[config.mk]
export PLATFORM = sky130hd
export DESIGN_NAME = rx_ppm_slot_demod
export DESIGN_NICKNAME = d
export VERILOG_FILES = /design/src/rtl/rx_ppm_pkg.sv /design/src/rtl/rx_sym_fifo.sv /design/src/rtl/rx_ppm_slot_demod.sv
export SDC_FILE = /design/constraint.sdc
export NUM_CORES = 1
export LEC_CHECK = 0
export BUFFER_PORTS_ARGS = -buffer_cell sky130_fd_sc_hd__buf_4
export CAP_MARGIN = 25
export CORE_MARGIN = 5
export CORE_UTILIZATION = 35
export CTS_CLUSTER_DIAMETER = 100
export DETAILED_ROUTE_END_ITERATION = 16
export PLACE_DENSITY = 0.52
export SLEW_MARGIN = 10
export SYNTH_ARGS = -nofsm -noshare
export SYNTH_HDL_FRONTEND = slang
export SYNTH_HIERARCHICAL = 1
export SYNTH_SLANG_ARGS = --single-unit
[constraint.sdc]
create_clock -name clk10m -period 17.64 [get_ports clk10m]
set_clock_uncertainty 0.05 [all_clocks]
set_input_delay 1.764 -clock clk10m [delete_from_list [all_inputs] [get_ports clk10m]]
set_output_delay 1.764 -clock clk10m [all_outputs]
set_load 0.005 [all_outputs]
[src/rtl/rx_ppm_pkg.sv]
`default_nettype none
// ============================================================================
// Package     : rx_ppm_pkg
// Description : Shared types and constants for the RX PPM slot demodulator.
//               Holds the FSM state type, the symbol width and the FIFO entry.
// Revision    : 1.0 - initial release
// ============================================================================
package rx_ppm_pkg;

  // Slot samples per PPM symbol and the width of a symbol index.
  localparam int SLOTS = 5;
  localparam int SYM_W = $clog2(SLOTS);

  typedef enum logic [0:0] {
    HUNT = 1'b0,
    DATA = 1'b1
  } state_t;

  typedef struct packed {
    logic             erase;
    logic [SYM_W-1:0] sym;
  } sym_entry_t;

endpackage
`default_nettype wire

[src/rtl/rx_sym_fifo.sv]
`default_nettype none
// ============================================================================
// Module      : rx_sym_fifo
// Description : FIFO_DEPTH x sym_entry_t valid/ready FIFO with a sticky
//               overflow flag. Simultaneous push and pop is always accepted,
//               including when full.
// Ports       : clk10m, rst_n (sync, active-low)
//               i_push/i_data   - write side (no back-pressure)
//               i_ready         - consumer accepts the head entry
//               o_head/o_valid  - head entry (zero when empty) and valid
//               o_overflow      - a push was dropped on a full FIFO
// Revision    : 1.0 - initial release
// ============================================================================
module rx_sym_fifo
  import rx_ppm_pkg::*;
#(
  parameter int FIFO_DEPTH = 4
) (
  input  logic       clk10m,
  input  logic       rst_n,
  input  logic       i_push,
  input  sym_entry_t i_data,
  input  logic       i_ready,
  output sym_entry_t o_head,
  output logic       o_valid,
  output logic       o_overflow
);

  localparam int              PTR_W   = $clog2(FIFO_DEPTH);
  localparam logic [PTR_W:0]  C_DEPTH = (PTR_W+1)'(FIFO_DEPTH);

  sym_entry_t       r_mem [FIFO_DEPTH];
  logic [PTR_W-1:0] r_wr_ptr;
  logic [PTR_W-1:0] r_rd_ptr;
  logic [PTR_W:0]   r_count;
  logic             r_overflow;

  logic w_empty;
  logic w_full;
  logic w_pop;
  logic w_wr;

  assign w_empty = (r_count == '0);
  assign w_full  = (r_count == C_DEPTH);
  assign w_pop   = i_ready && !w_empty;
  // When full, a write is only possible if the head leaves this cycle; the
  // write then lands in the slot being vacated (wr_ptr == rd_ptr).
  assign w_wr    = i_push && (!w_full || w_pop);

  always_ff @(posedge clk10m) begin
    if (!rst_n) begin
      r_wr_ptr   <= '0;
      r_rd_ptr   <= '0;
      r_count    <= '0;
      r_overflow <= 1'b0;
    end else begin
      if (w_wr) begin
        r_wr_ptr <= r_wr_ptr + 1'b1;
      end
      if (w_pop) begin
        r_rd_ptr <= r_rd_ptr + 1'b1;
      end
      if (w_wr && !w_pop) begin
        r_count <= r_count + 1'b1;
      end else if (!w_wr && w_pop) begin
        r_count <= r_count - 1'b1;
      end
      if (i_push && !w_wr) begin
        r_overflow <= 1'b1;
      end
    end
  end

  // Storage needs no reset: the head is masked while the FIFO is empty.
  always_ff @(posedge clk10m) begin
    if (w_wr) begin
      r_mem[r_wr_ptr] <= i_data;
    end
  end

  assign o_head     = w_empty ? '0 : r_mem[r_rd_ptr];
  assign o_valid    = !w_empty;
  assign o_overflow = r_overflow;

endmodule
`default_nettype wire

[src/rtl/rx_ppm_slot_demod.sv]
`default_nettype none
// ============================================================================
// Module      : rx_ppm_slot_demod
// Description : Per slot sample: adaptive on/off decision, preamble hunt and
//               5-slot PPM symbol demodulation. Symbols leave through a
//               small valid/ready FIFO.
// Ports       : clk10m     - slot-rate clock
//               rst_n      - synchronous active-low reset
//               num_in     - slot pulse count
//               num_sum_in - window sum of the last WIN_LEN counts
//               sym_data/sym_erase/sym_valid/sym_ready - symbol stream
//               locked     - high while demodulating data
//               frame_end  - pulse alongside the last symbol of a frame
//               overflow   - sticky: a symbol was dropped on a full FIFO
// Revision    : 1.0 - initial release
// ============================================================================
module rx_ppm_slot_demod
  import rx_ppm_pkg::*;
#(
  parameter int                        WIN_LEN    = 250,
  parameter int                        THR_OFS    = 0,
  parameter int                        MIN_CNT    = 4,
  parameter int                        PRE_LEN    = 4,
  parameter logic [PRE_LEN*SYM_W-1:0]  PREAMBLE   = 12'h2A0,
  parameter int                        FRAME_SYMS = 8,
  parameter int                        MAX_ERAS   = 3,
  parameter int                        FIFO_DEPTH = 4
) (
  input  logic             clk10m,
  input  logic             rst_n,
  input  logic [6:0]       num_in,
  input  logic [12:0]      num_sum_in,
  output logic [SYM_W-1:0] sym_data,
  output logic             sym_erase,
  output logic             sym_valid,
  input  logic             sym_ready,
  output logic             locked,
  output logic             frame_end,
  output logic             overflow
);

  localparam int HIST_W = SLOTS * PRE_LEN;
  localparam int SCNT_W = $clog2(FRAME_SYMS + 1);
  localparam int ECNT_W = $clog2(MAX_ERAS + 1);

  // One-hot image of the preamble: symbol k sets bit k*SLOTS + value.
  function automatic logic [HIST_W-1:0] f_pre_image(input logic [PRE_LEN*SYM_W-1:0] pre);
    logic [HIST_W-1:0] img;
    img = '0;
    for (int k = 0; k < PRE_LEN; k++) begin
      img[k*SLOTS + int'(pre[k*SYM_W +: SYM_W])] = 1'b1;
    end
    return img;
  endfunction

  localparam logic [HIST_W-1:0] C_PRE_IMAGE = f_pre_image(PREAMBLE);
  localparam logic [SYM_W-1:0]  C_LAST_SLOT = SYM_W'(SLOTS - 1);
  localparam logic [SCNT_W-1:0] C_LAST_SYM  = SCNT_W'(FRAME_SYMS - 1);
  localparam logic [ECNT_W-1:0] C_LAST_ERAS = ECNT_W'(MAX_ERAS - 1);

  state_t            r_state,    w_state_nx;
  logic [HIST_W-1:0] r_hist,     w_hist_nx;
  logic [SYM_W-1:0]  r_slot_cnt, w_slot_nx;
  logic [SCNT_W-1:0] r_sym_cnt,  w_sym_nx;
  logic [ECNT_W-1:0] r_eras_cnt, w_eras_nx;
  logic              r_have,     w_have_nx;
  logic [6:0]        r_best_val, w_best_val_nx;
  logic [SYM_W-1:0]  r_best_idx, w_best_idx_nx;
  logic              r_frame_end, w_frame_end_nx;

  logic [15:0]       w_scaled;
  logic [15:0]       w_thresh;
  logic              w_on;
  logic [HIST_W-1:0] w_hist_shift;
  logic              w_base_have;
  logic [6:0]        w_base_val;
  logic              w_push;
  sym_entry_t        w_push_entry;
  sym_entry_t        w_head;

  // num_in is scaled by the window length rather than dividing the sum, so
  // the compare is against the window average; equality counts as off.
  assign w_scaled     = 16'(num_in) * 16'(WIN_LEN);
  assign w_thresh     = 16'(num_sum_in) + 16'(THR_OFS);
  assign w_on         = (w_scaled > w_thresh) && (num_in >= 7'(MIN_CNT));
  // Oldest sample sits in bit 0, newest enters at the top.
  assign w_hist_shift = {w_on, r_hist[HIST_W-1:1]};
  // Argmax tracking restarts at slot 0 of every symbol.
  assign w_base_have  = (r_slot_cnt == '0) ? 1'b0 : r_have;
  assign w_base_val   = (r_slot_cnt == '0) ? 7'd0 : r_best_val;

  always_ff @(posedge clk10m) begin
    if (!rst_n) begin
      r_state     <= HUNT;
      r_hist      <= '0;
      r_slot_cnt  <= '0;
      r_sym_cnt   <= '0;
      r_eras_cnt  <= '0;
      r_have      <= 1'b0;
      r_best_val  <= '0;
      r_best_idx  <= '0;
      r_frame_end <= 1'b0;
    end else begin
      r_state     <= w_state_nx;
      r_hist      <= w_hist_nx;
      r_slot_cnt  <= w_slot_nx;
      r_sym_cnt   <= w_sym_nx;
      r_eras_cnt  <= w_eras_nx;
      r_have      <= w_have_nx;
      r_best_val  <= w_best_val_nx;
      r_best_idx  <= w_best_idx_nx;
      r_frame_end <= w_frame_end_nx;
    end
  end

  always_comb begin
    w_state_nx     = r_state;
    w_hist_nx      = r_hist;
    w_slot_nx      = r_slot_cnt;
    w_sym_nx       = r_sym_cnt;
    w_eras_nx      = r_eras_cnt;
    w_have_nx      = w_base_have;
    w_best_val_nx  = w_base_val;
    w_best_idx_nx  = r_best_idx;
    w_frame_end_nx = 1'b0;
    w_push         = 1'b0;
    w_push_entry   = '0;

    case (r_state)
      HUNT: begin
        w_hist_nx = w_hist_shift;
        if (w_hist_shift == C_PRE_IMAGE) begin
          w_state_nx = DATA;
          w_slot_nx  = '0;
          w_sym_nx   = '0;
          w_eras_nx  = '0;
        end
      end

      DATA: begin
        // Strict compare keeps the lowest slot index on ties.
        if (w_on && (!w_base_have || (num_in > w_base_val))) begin
          w_have_nx     = 1'b1;
          w_best_val_nx = num_in;
          w_best_idx_nx = r_slot_cnt;
        end

        if (r_slot_cnt == C_LAST_SLOT) begin
          w_push             = 1'b1;
          w_slot_nx          = '0;
          w_push_entry.erase = !w_have_nx;
          w_push_entry.sym   = w_have_nx ? w_best_idx_nx : '0;
          w_sym_nx           = r_sym_cnt + 1'b1;
          w_eras_nx          = w_have_nx ? '0 : r_eras_cnt + 1'b1;

          // Loss of lock takes priority over a frame completing.
          if (!w_have_nx && (r_eras_cnt == C_LAST_ERAS)) begin
            w_state_nx = HUNT;
            w_hist_nx  = '0;
          end else if (r_sym_cnt == C_LAST_SYM) begin
            w_frame_end_nx = 1'b1;
            w_state_nx     = HUNT;
            w_hist_nx      = '0;
          end
        end else begin
          w_slot_nx = r_slot_cnt + 1'b1;
        end
      end

      default: begin
        w_state_nx = HUNT;
      end
    endcase
  end

  rx_sym_fifo #(
    .FIFO_DEPTH (FIFO_DEPTH)
  ) u_fifo (
    .clk10m     (clk10m),
    .rst_n      (rst_n),
    .i_push     (w_push),
    .i_data     (w_push_entry),
    .i_ready    (sym_ready),
    .o_head     (w_head),
    .o_valid    (sym_valid),
    .o_overflow (overflow)
  );

  assign sym_data  = w_head.sym;
  assign sym_erase = w_head.erase;
  assign locked    = (r_state == DATA);
  assign frame_end = r_frame_end;

endmodule
`default_nettype wire

==> results.yml <==
clocking:
  htree_levels: 3
  hold_buffers: 0
  post_cts_resized: 0
  clk_pin_slew_ns: 0.05
  cts_buffers: 9
  clock_latency_ns: 0.32
  cts.sink_count: 67
  root_buffer: "clkbuf_16"
  cts_tree: "yes"
  cts_buffer_depth: 2
  post_cts_buffers: 0
routing:
  num_vias: 3299
  routed_via_density: 4.92
  dr.pass1.iters: 4
  antenna_left: 0
  drt_wl_total_um: 8820
  wl_per_cell_um: 13.2
  drtIter0Drc: 191
  drc: 0
hold_path:
  min_path_cells: 2
  hold_start: "r_best_idx[2]"
  hold-path-endpoint: "r_best_idx[2]"
  hold_path.class: "reg2reg"
sta:
  max-slew-margin-rel_pct: 49.6
  fmax_mhz: 135
  worst_slew_pin_slew_ns: 0.756
  setup_viol: 0
  fin_crit_sh_pct: 41.9
  finalHoldViolations: 0
  fin_ws_ns: 10.24
  drv_slew: 0
  min_period_ns: 7.40
  rsz0062_at_grt: "false"
  fin_tns_setup_ns: 0
setup_path:
  cp.arrival_ns: 7.55
  path_cells: "buf_4, fa_1, xor2_1, ha_1, inv_1, fa_1, fa_1, inv_1, ha_1, a211oi_1, o21ai_0, a21oi_1, o21bai_1, a21oi_1, xnor2_1, ha_1, nand4_1, nor2_1, o31ai_1, a22oi_1, nor4_4, or4_1, mux2i_1, nor2b_1"
  worstSetupPathType: "in2reg"
  cp-start-kind: "input pin"
  path_delay_family: "adder cells"
  path_max_fanout: 10
  cp_num_cells: 24
  worst_ep_required_time_ns: 17.80
  worstRegToRegCells: 13
  crit_slowest_cell: "or4_1"
  endpoint_kind: "register"
  crit_buf_inv: 3
  rrSetupSlack_ns: 14.18
  slowest_delay_ns: 0.77
  r2r-start: "r_slot_cnt[0]"
  r2r_end: "r_best_idx[0]"
die:
  row_count: 42
  die_h_um: 125
  core_um2: 13100
  ios: 31
  dieWidth_um: 125
  initial_utilization_pct: 35.3
  dieArea_um2: 15700
synth:
  synth-async-reset-ratio_pct: 0
  synthCells: 460
  yosysSeqAreaShare_pct: 32.4
  yosys_warnings: 6
  synthFlopType: "dfxtp_1"
  synth-seq-cells: 67
  ys_types: 58
  syn-num-nets: 571
  syn-cell-area_um2: 4640
  syn_avg_cell_area_um2: 10.1
  synth_edf_count: 16
flow_run:
  cap_viol_max_count: 0
global_route:
  grt_max_degree: 43
  grt_pass1_vias: 3365
  grt_usage_pct: 11.7
  grt-ovfl-total: 0
  antenna_found_initial: 0
  grt_pass1_wl_um: 15400
placement:
  dp_hpwl_um: 6980
  dp_cells: 654
  place_congestion: 0.841
  portBuffers: 30
  place_ws_ns: 9.91
final_layout:
  n_antenna_cell: 0
  nets: 600
  multi_input_area_um2: 2850
  drive_gt1_share_pct: 11.7
  area_growth_pct: 14.0
  fillers: 1314
  area.sequential_um2: 1500
  layoutNonFillerInstCount: 670
pwr:
  power_density_nw_per_um2: 105
  leakage_nw: 2.31
  ir_worst_vdd_mv: 0.0806
run_status:
  status: "finished clean"
## cells by family after synthesis
family | Yosys count | synth area share (%)
and+or+nand+nor | 113 | 12.9
AOI/OAI and AO/OA | 90 | 14.1
adders and majority gates | 88 | 26.6
buffers and inverters | 69 | 6.23
DFF | 67 | 32.4
muxes | 19 | 5.18
xor gates and xnor gates | 14 | 2.64
## stage by stage
stage / power [mW] / instance area [µm²] / hold WS, ns / utilization (%)
2_1_floorplan: 0.344 / 4640 / 0.384 / -
3_3_place_gp: 0.396 / 5010 / 0.397 / 38.2
3_5_place_dp: 0.398 / 5010 / 0.405 / 38.2
4_1_cts: 0.566 / 5290 / 0.412 / 40.3
5_1_grt: 0.603 / 5290 / 0.433 / 40.3
6_report: 0.554 / 5290 / 0.410 / 40.3
## worst reg2reg max path: stages, from the launching register on
cell and delay [ns]:
dfxtp_1 0.41, inv_1 0.09, ha_1 0.28, nand2b_1 0.46, nand2_1 0.13, ha_1 0.31
nor2b_1 0.13, o21a_1 0.11, o21ai_0 0.07, nand3b_1 0.09, a21oi_1 0.10, or4_1 0.80
mux2i_1 0.25, nor2b_1 0.06
## Yosys cell counts (7+ instances only)
library cell / count / area share, %
nand2_1: 37 / 3.0
nor2b_1: 11 / 1.5
a21oi_1: 13 / 1.4
nand3_1: 18 / 1.9
nor2_1: 11 / 0.89
ha_1: 70 / 19
edfxtp_1: 16 / 10
o21ai_0: 13 / 1.4
mux2i_1: 15 / 3.2
clkbuf_1: 7 / 0.57
xnor2_1: 10 / 1.9
a22o_1: 18 / 3.4
and2_1: 8 / 1.1
dfxtp_1: 51 / 22
inv_1: 55 / 4.4
fa_1: 18 / 7.8
## per-layer routing
| layer | global-route usage [%] | wire length, µm | up-vias |
|---|---|---|---|
| met3 | 2.13 | 167 | 9 |
| met2 | 20.5 | 4370 | 24 |
| met1 | 14.5 | 4160 | 1584 |
| met4 | 4.02 | 122 | 0 |
| li1 | - | - | 1682 |
| met5 | 0 | 0 | - |
## sequential cells by signal, indices dropped and copies added (netlist names), 2 cells and up, named ones only
signal           cells
u_fifo/r_wr_ptr      2
r_sym_cnt            4
u_fifo/r_mem        16
u_fifo/r_count       3
r_hist              19
u_fifo/r_rd_ptr      2
r_best_val           7
r_slot_cnt           3
r_eras_cnt           2
r_best_idx           3
## where the power goes
group | internal (mW) | total [mW] | switching [mW]
clock network | 0.103 | 0.163 | 0.0603
registers | 0.159 | 0.161 | 0.00196
logic | 0.102 | 0.231 | 0.128
## how the worst max path moves through the flow
stage              start       endpoint
3_5_place_dp   num_in[0]  r_best_idx[0]
5_1_grt        num_in[0]     r_hist[10]
2_1_floorplan  num_in[0]  r_best_idx[0]
4_1_cts        num_in[0]  r_best_idx[0]
3_3_place_gp   num_in[0]  r_best_idx[1]
6_report       num_in[0]  r_best_idx[0]
## final cells by class
| class | instances | area share (%) |
|---|---|---|
| Timing Repair Buffer | 31 | 4.40 |
| Multi-Input combinational cell | 324 | 53.9 |
| Inverter | 56 | 3.97 |
| Clock buffer | 14 | 4.99 |
| Sequential cell | 67 | 28.4 |
| Tap cell | 176 | 4.16 |
| Clock inverter | 2 | 0.237 |
## layout by cell type (no fill, tap or decap), types with 9 or more instances in the layout
| master | synthesis | final |
|---|---|---|
| a21oi_1 | 13 | 13 |
| a22o_1 | 18 | 18 |
| buf_4 | 0 | 31 |
| clkbuf_16 | 0 | 9 |
| dfxtp_1 | 51 | 51 |
| edfxtp_1 | 16 | 16 |
| fa_1 | 18 | 18 |
| ha_1 | 70 | 70 |
| inv_1 | 55 | 55 |
| mux2i_1 | 15 | 15 |
| nand2_1 | 37 | 37 |
| nand3_1 | 18 | 18 |
| nor2_1 | 11 | 11 |
| nor2b_1 | 11 | 11 |
| o21ai_0 | 13 | 13 |
| xnor2_1 | 10 | 10 |
(Power assumes the default switching activity.)
